==> config.mk <==
export PLATFORM = sky130hd
export DESIGN_NAME = bin_to_bcd_iter
export DESIGN_NICKNAME = d
export VERILOG_FILES = /design/src/rtl/bin_to_bcd_iter.sv
export SDC_FILE = /design/constraint.sdc
export NUM_CORES = 1
export LEC_CHECK = 0
export BUFFER_PORTS_ARGS = -buffer_cell sky130_fd_sc_hd__buf_4
export CORE_MARGIN = 2
export CORE_UTILIZATION = 30
export CTS_BUF_LIST = sky130_fd_sc_hd__clkbuf_8 sky130_fd_sc_hd__clkbuf_16
export CTS_CLUSTER_SIZE = 14
export DETAILED_ROUTE_END_ITERATION = 10
export PLACE_DENSITY = 0.47
export SYNTH_ARGS = -nofsm -noshare
export SYNTH_HDL_FRONTEND = slang
export SYNTH_SLANG_ARGS = --single-unit
==> constraint.sdc <==
create_clock -name clk -period 6.1 [get_ports clk]
set_input_delay 0.305 -clock clk [delete_from_list [all_inputs] [get_ports clk]]
set_output_delay 0.305 -clock clk [all_outputs]
set_load 0.05 [all_outputs]
==> src/rtl/bin_to_bcd_iter.sv <==
// Iterative double-dabble binary-to-BCD converter: one bit per clock,
// with a sticky overflow flag and a leading-zero blank mask for the display.

module bin_to_bcd_dig (
    input  logic [3:0] d,
    output logic [3:0] q
);
    assign q = (d >= 4'd5) ? d + 4'd3 : d;
endmodule

module bin_to_bcd_iter #(
    parameter int BIN_W  = 64,
    parameter int DIGITS = 8
) (
    input  logic                  clk,
    input  logic                  reset_n,
    input  logic                  start,
    input  logic [BIN_W-1:0]      bin,
    output logic                  busy,
    output logic                  done,
    output logic [4*DIGITS-1:0]   bcd,
    output logic                  overflow,
    output logic [DIGITS-1:0]     blank
);
    localparam int CNT_W = $clog2(BIN_W + 1);

    typedef enum logic [1:0] {IDLE, SHIFT, DONE} state_t;

    state_t              state, state_nxt;
    logic [BIN_W-1:0]    sh_q, sh_step;
    logic [4*DIGITS-1:0] wrk_q, wrk_adj, wrk_step;
    logic                carry_q, carry_out, carry_step;
    logic [CNT_W-1:0]    cnt_q;
    logic [DIGITS-1:0]   blank_nxt;
    logic                last;

    for (genvar g = 0; g < DIGITS; g++) begin : g_dig
        bin_to_bcd_dig u_dig (.d(wrk_q[4*g +: 4]), .q(wrk_adj[4*g +: 4]));
    end

    // The bit leaving the top digit means the value no longer fits DIGITS digits.
    assign {carry_out, wrk_step, sh_step} = {wrk_adj, sh_q, 1'b0};
    assign carry_step = carry_q | carry_out;
    assign last       = (cnt_q == CNT_W'(1));

    always_comb begin
        logic zr;
        blank_nxt = '0;
        zr        = 1'b1;
        for (int i = DIGITS - 1; i >= 0; i--) begin
            zr = zr & (wrk_step[4*i +: 4] == 4'd0);
            blank_nxt[i] = (i != 0) && zr && !carry_step;
        end
    end

    always_comb begin
        state_nxt = state;
        unique case (state)
            IDLE:    if (start) state_nxt = SHIFT;
            SHIFT:   if (last)  state_nxt = DONE;
            DONE:    state_nxt = start ? SHIFT : IDLE;
            default: state_nxt = IDLE;
        endcase
    end

    always_ff @(posedge clk or negedge reset_n) begin
        if (!reset_n) begin
            state    <= IDLE;
            busy     <= 1'b0;
            done     <= 1'b0;
            bcd      <= '0;
            overflow <= 1'b0;
            blank    <= '0;
            sh_q     <= '0;
            wrk_q    <= '0;
            carry_q  <= 1'b0;
            cnt_q    <= '0;
        end else begin
            state <= state_nxt;
            busy  <= (state_nxt == SHIFT);
            done  <= (state_nxt == DONE);
            if (state == SHIFT) begin
                sh_q    <= sh_step;
                wrk_q   <= wrk_step;
                carry_q <= carry_step;
                cnt_q   <= cnt_q - CNT_W'(1);
                if (last) begin
                    bcd      <= wrk_step;
                    overflow <= carry_step;
                    blank    <= blank_nxt;
                end
            end else if (start) begin
                sh_q    <= bin;
                wrk_q   <= '0;
                carry_q <= 1'b0;
                cnt_q   <= CNT_W'(BIN_W);
            end
        end
    end
endmodule
Yosys cells after proc, flatten, opt, wreduce, memory -nomap -nowiden
Cells that the tools add are included.
{"block": "word_totals", "register_bits": 148, "in_bits": 67, "output_inout_bits": 43, "word_cells": 77}
{"block": "op_classes", "addsub": 9, "order_cmp": 8, "eq_ne": 5, "muxes": 20, "bitwise_logic": 7, "reduce_logical": 18}
{"operator": "$mux 64", "count": 2}
{"operator": "$mux 32", "count": 2}
{"operator": "$add 4x2->4 const B", "count": 8}
{"operator": "$ge 4x3->1 const B", "count": 8}
{"operator": "$mux 4", "count": 8}
{"operator": "$logic_not 4->1", "count": 7}
{"operator": "$mux 7", "count": 2}
{"operator": "$eq 7x1->1 const B", "count": 1}
{"operator": "$logic_and 1x1->1", "count": 7}
{"operator": "$sub 7x1->7 const B", "count": 1}
{"operator": "$and 1x1->1", "count": 6}
{"operator": "$pmux 2 s3", "count": 1}
{"operator": "$eq 2x1->1 const B", "count": 2}
{"operator": "$eq 2x2->1 const B", "count": 2}
{"operator": "$mux 2", "count": 2}
{"operator": "$mux 1", "count": 3}
{"operator": "$logic_not 2->1", "count": 1}
{"operator": "$reduce_and 2->1", "count": 1}
{"operator": "$reduce_bool 2->1", "count": 1}
{"operator": "$logic_not 1->1", "count": 1}
{"operator": "$or 1x1->1", "count": 1}

Depth between registers and ports, before layout
{"block": "depth", "depth_word": 10, "depth_mapped": 8, "depth_no_buf": 8}

Modules after synthesis
A second synthesis with hierarchy kept.
{"block": "hier_totals", "hier_cells": 701, "area_unflattened_um2": 7095.6}
{"mod": "bin_to_bcd_iter", "instances": 1, "cells_per_inst": 573, "area_per_inst_um2": 6284.8}
{"mod": "bin_to_bcd_dig", "instances": 8, "cells_per_inst": 16, "area_per_inst_um2": 101.3}

Worst setup path before layout
No wires, ideal clock.
{"block": "synth_timing", "kind": "flip-flop to flip-flop", "start": "register wrk_q[24]", "end": "register blank[1]", "setup_ns": 0.066, "arrival_ns": 1.974, "required_ns": 6.034, "path_slack_ns": 4.060, "path_stages_with_launch": 9, "path_buffers": 0, "cell_sequence": "dfrtp_1 > inv_1 > ha_1 > nand2b_1 > a21oi_1 > mux2i_1 > nand4_1 > nor4_2 > a31o_1"}
{"block": "synth_between", "elab_chain_cells": 10}
{"element": "from (decl)", "line": "31", "rtl": "logic [4*DIGITS-1:0] wrk_q, wrk_adj, wrk_step;"}
{"element": "from (signal assigned)", "line": "84", "rtl": "wrk_q <= wrk_step;"}
{"element": "$add 4x2->4 or $ge 4x3->1 (tied branches)", "line": "8", "rtl": "assign q = (d >= 4'd5) ? d + 4'd3 : d;"}
{"element": "$mux 4 (*)", "line": "8"}
{"element": "$logic_not 4->1", "line": "51", "rtl": "zr = zr & (wrk_step[4*i +: 4] == 4'd0);"}
{"element": "$and 1x1->1 (*) (6 in a row)", "line": "51"}
{"element": "$logic_and 1x1->1 (*)", "line": "52", "rtl": "blank_nxt[i] = (i != 0) && zr && !carry_step;"}
{"element": "to (signal assigned)", "line": "90", "rtl": "blank <= blank_nxt;"}
{"element": "to (decl)", "line": "23", "rtl": "output logic [DIGITS-1:0] blank"}
Mark *: on every way between the ends. The rest lies on a longest branch, timed or not.
A chain may end at the register's enable or synchronous reset.

Worst setup path after layout
{"block": "layout_timing", "start": "register wrk_q[24]", "end": "register blank[2]"}
{"block": "layout_between", "elab_chain_cells": 9}
{"element": "$add 4x2->4 or $ge 4x3->1 (tied branches)", "line": "8"}
{"element": "$mux 4 (*)", "line": "8"}
{"element": "$logic_not 4->1", "line": "51"}
{"element": "$and 1x1->1 (*) (5 in a row)", "line": "51"}
{"element": "$logic_and 1x1->1 (*)", "line": "52"}
Marks and branches as above.

==> impl_metrics.py <==
metrics = {
    "run_status": {
        "outcome": "completed",
    },
    "sta": {
        "fmax_mhz": 423,
        "hold_violations": 0,
        "tightest_slew_ns": 0.984,
        "rsz0062_at_grt": "no",
        "min_period_over_period_pct": 38.7,
        "finalCriticalPeriod_ns": 2.36,
        "slew_viol_final": 0,
        "tns_ns": 0,
        "final.setup_skew_ns": 0.00843,
        "finalSetupViolCount": 0,
        "hold_slack_ns": 0.125,
        "relSlewSlack_pct": 34.4,
    },
    "placement": {
        "gp_congestion": 0.730,
        "numPortBuffers": 108,
        "dp_hpwl_um": 11000,
        "dpl_cell_area_um2": 8170,
    },
    "clock_network": {
        "ctsHtreeMaxLevel": 4,
        "insertion_delay_ns": 0.42,
        "cts.reportedPaths.clkPinSlew_ns": 0.07,
        "numCtsBuffers": 17,
        "cts_sinks": 148,
        "post_cts.resized_instances": 0,
        "cts_tree": "done",
        "cts_root_buf": "clkbuf_16",
        "postCtsSetupBuffers": 0,
        "cts.path.max_buffers": 2,
    },
    "logic_synthesis": {
        "synth_area_per_cell_um2": 9.89,
        "syn_inst": 714,
        "syn-cell-area_um2": 7060,
        "yosysSeqAreaShare_pct": 52.5,
        "ys_types": 41,
        "synth_mux_area_share_pct": 10.9,
        "async_flop_share_pct": 100,
        "ys_warn_count": 0,
        "yosys.area_share.adder_pct": 3.19,
        "ys_ff_latch": 148,
        "syn_nets": 799,
        "synthSimpleGateAreaFrac_pct": 13.9,
        "synth_compound_gate_area_share_pct": 14.9,
        "synth_top_family_by_area": "compound AO/OA/AOI/OAI gates",
        "synth_ff_type": "dfrtp_1",
        "synth_edf_count": 0,
        "synth_xor_area_share_pct": 1.12,
    },
    "detailed_routing": {
        "drcViolationCount": 0,
        "first_pass_iters": 4,
        "drt_first_iter_violations": 198,
        "routed_wl_um": 16900,
        "routed_via_density": 4.65,
        "routedWlPerCell_um": 14.8,
        "detail-route-antenna-nets": 0,
        "via_count": 5297,
    },
    "power_and_ir_drop": {
        "power.density_nw_per_um2": 238,
        "vdd_drop_max_v": 0.000168,
        "p_leak_nw": 4.09,
    },
    "worst_setup_path": {
        "r2r_cells": 8,
        "required_ns": 6.46,
        "worstSetupEndpointType": "register",
        "start_kind": "register",
        "path_max_fanout": 5,
        "slowest_delay_ns": 0.49,
        "crit_type": "reg -> reg",
        "cp_top_family": "simple AND/OR/NAND/NOR gates",
        "path_cells": "inv_1 -> ha_1 -> nand2b_1 -> a21oi_1 -> mux2i_1 -> nand4_1 -> nor4_2 -> a31o_1",
        "cp.depth": 8,
        "crit_arrival_ns": 2.72,
        "worst-path-buf-inv": 1,
        "slowest_stage": "nor4_2",
    },
    "floorplan": {
        "chipHeight_um": 157,
        "core_area_um2": 23300,
        "die_w_um": 157,
        "start_util_pct": 30.4,
        "num_rows": 56,
        "pin_count": 110,
        "dieArea_um2": 24800,
    },
    "final_layout": {
        "finish.instance_area_um2": 8740,
        "final_nets": 893,
        "area_delta_synth_final_pct": 23.8,
        "drive_gt1_share_pct": 19.9,
        "fin_util_pct": 37.6,
        "n_antenna_cell": 0,
    },
    "flow_run": {
        "max_cap_violations": 0,
    },
    "global_route": {
        "antenna_found_initial": 0,
        "grt_remaining_overflow": 0,
        "grt_pass1_wl_um": 27700,
        "grt_usage_pct": 14.1,
        "grt_max_degree": 85,
        "first_global_vias": 5264,
    },
    "hold_path": {
        "holdPathStages": 3,
        "min_path_type": "in -> reg",
    },
}
## flip-flops by register name (all words and copies together), names as in the netlist
signal and flops:
done 1, busy 1, bcd 32, sh_q 64, carry_q 1, wrk_q 32
state 2, blank 7, cnt_q 7, overflow 1
## report_power, final
part,switching [mW],internal [mW]
registers,0.000451,0.982
clock network,0.464,0.543
logic,0.0467,0.0449
## layer usage
metal / share of wire (%) / global-route usage (%) / vias to the layer above
met2: 43 / 20.9 / 105
met5: 0 / 0 / -
met1: 49 / 19.9 / 2509
li1: - / - / 2674
met3: 6.9 / 5.01 / 9
met4: 0.62 / 2.86 / 0
## cell families (layout without fill, tap and decap cells)
group	after synthesis	after routing
buf+inv	63	170
flops	148	148
xor+xnor	9	9
simple gates	207	207
other cells	1	1
mux	76	76
fa+ha+maj	18	18
compound gates	192	192
## layout make-up
cell class	count	area, um2
flip-flops and latches	148	3700
well taps	319	399
repair buffers	117	885
clock buffers	18	439
multi-input cells	503	3120
inverters	21	78.8
clock inverters	14	120
fillers	2447	14500
## final timing paths
| kind | startpoint | endpoint | slack (ns) |
|---|---|---|---|
| max | wrk_q[24] | blank[2] | 3.74 |
| min | bin[0] | sh_q[0] | 0.13 |
| max reg2reg | wrk_q[24] | blank[2] | 3.74 |
| min reg2reg | bcd[0] | bcd[0] | 0.47 |
| max in group asynchronous | reset_n | wrk_q[7] | 4.16 |
| min in group asynchronous | reset_n | wrk_q[31] | 0.51 |
## tightest hold or removal path: stages
cell and delay (ns):
buf_4 0.07, mux2i_1 0.05, nor2_1 0.08
## cells in the final DEF (no fill, tap or decap), types with 2 or more instances in the layout
master      netlist  routed
nand2_1         105     105
mux2i_1          70      70
inv_1            21      21
nand4_1           2       2
xnor2_1           8       8
nor3b_1          16      16
dfrtp_1         148     148
nand3_1          30      30
a32o_1            8       8
nor2_1           29      29
nor2b_1           3       2
ha_1             18      18
clkinv_4          0       2
o22ai_1           2       2
nand2b_1         10       9
a31o_1            2       2
nor3_4            2       2
clkbuf_16         0      17
a31oi_1           2       2
mux2_2            6       6
clkinvlp_4        0       6
a21oi_1          42      42
o21ai_0         121     121
inv_6             0       4
nor3_1            3       3
o31ai_1           9       9
buf_4             1     115
inv_8             0       2
## stage by stage
| stage | worst slack (ns) | cells | power (mW) |
|---|---|---|---|
| 6_report | 3.74 | 1140 | 2.08 |
| 2_1_floorplan | 4.06 | 714 | 1.04 |
| 3_5_place_dp | 3.73 | 1107 | 1.10 |
| 3_3_place_gp | 3.78 | 1107 | 1.10 |
| 5_1_grt | 3.53 | 1140 | 2.17 |
| 4_1_cts | 3.72 | 1140 | 2.12 |
## Yosys cell counts, types with 4 or more instances
library cell	instances	area share [%]
dfrtp_1	148	52
nor2_1	29	1.5
o21ai_0	121	8.6
mux2i_1	70	9.9
nand2_1	105	5.6
buf_1	4	0.21
o31ai_1	9	0.96
buf_2	7	0.50
mux2_2	6	0.96
a32o_1	8	1.1
inv_1	21	1.1
clkbuf_1	30	1.6
xnor2_1	8	0.99
nor3b_1	16	1.7
nand2b_1	10	0.89
ha_1	18	3.2
a21oi_1	42	3.0
nand3_1	30	2.1
## timing repair
action / in CTS / in global routing
hold buffers: 1 / 0
hold endpoints to repair: 57 / 0
setup endpoints to repair: 0 / 0
(Power assumes the default switching activity.)
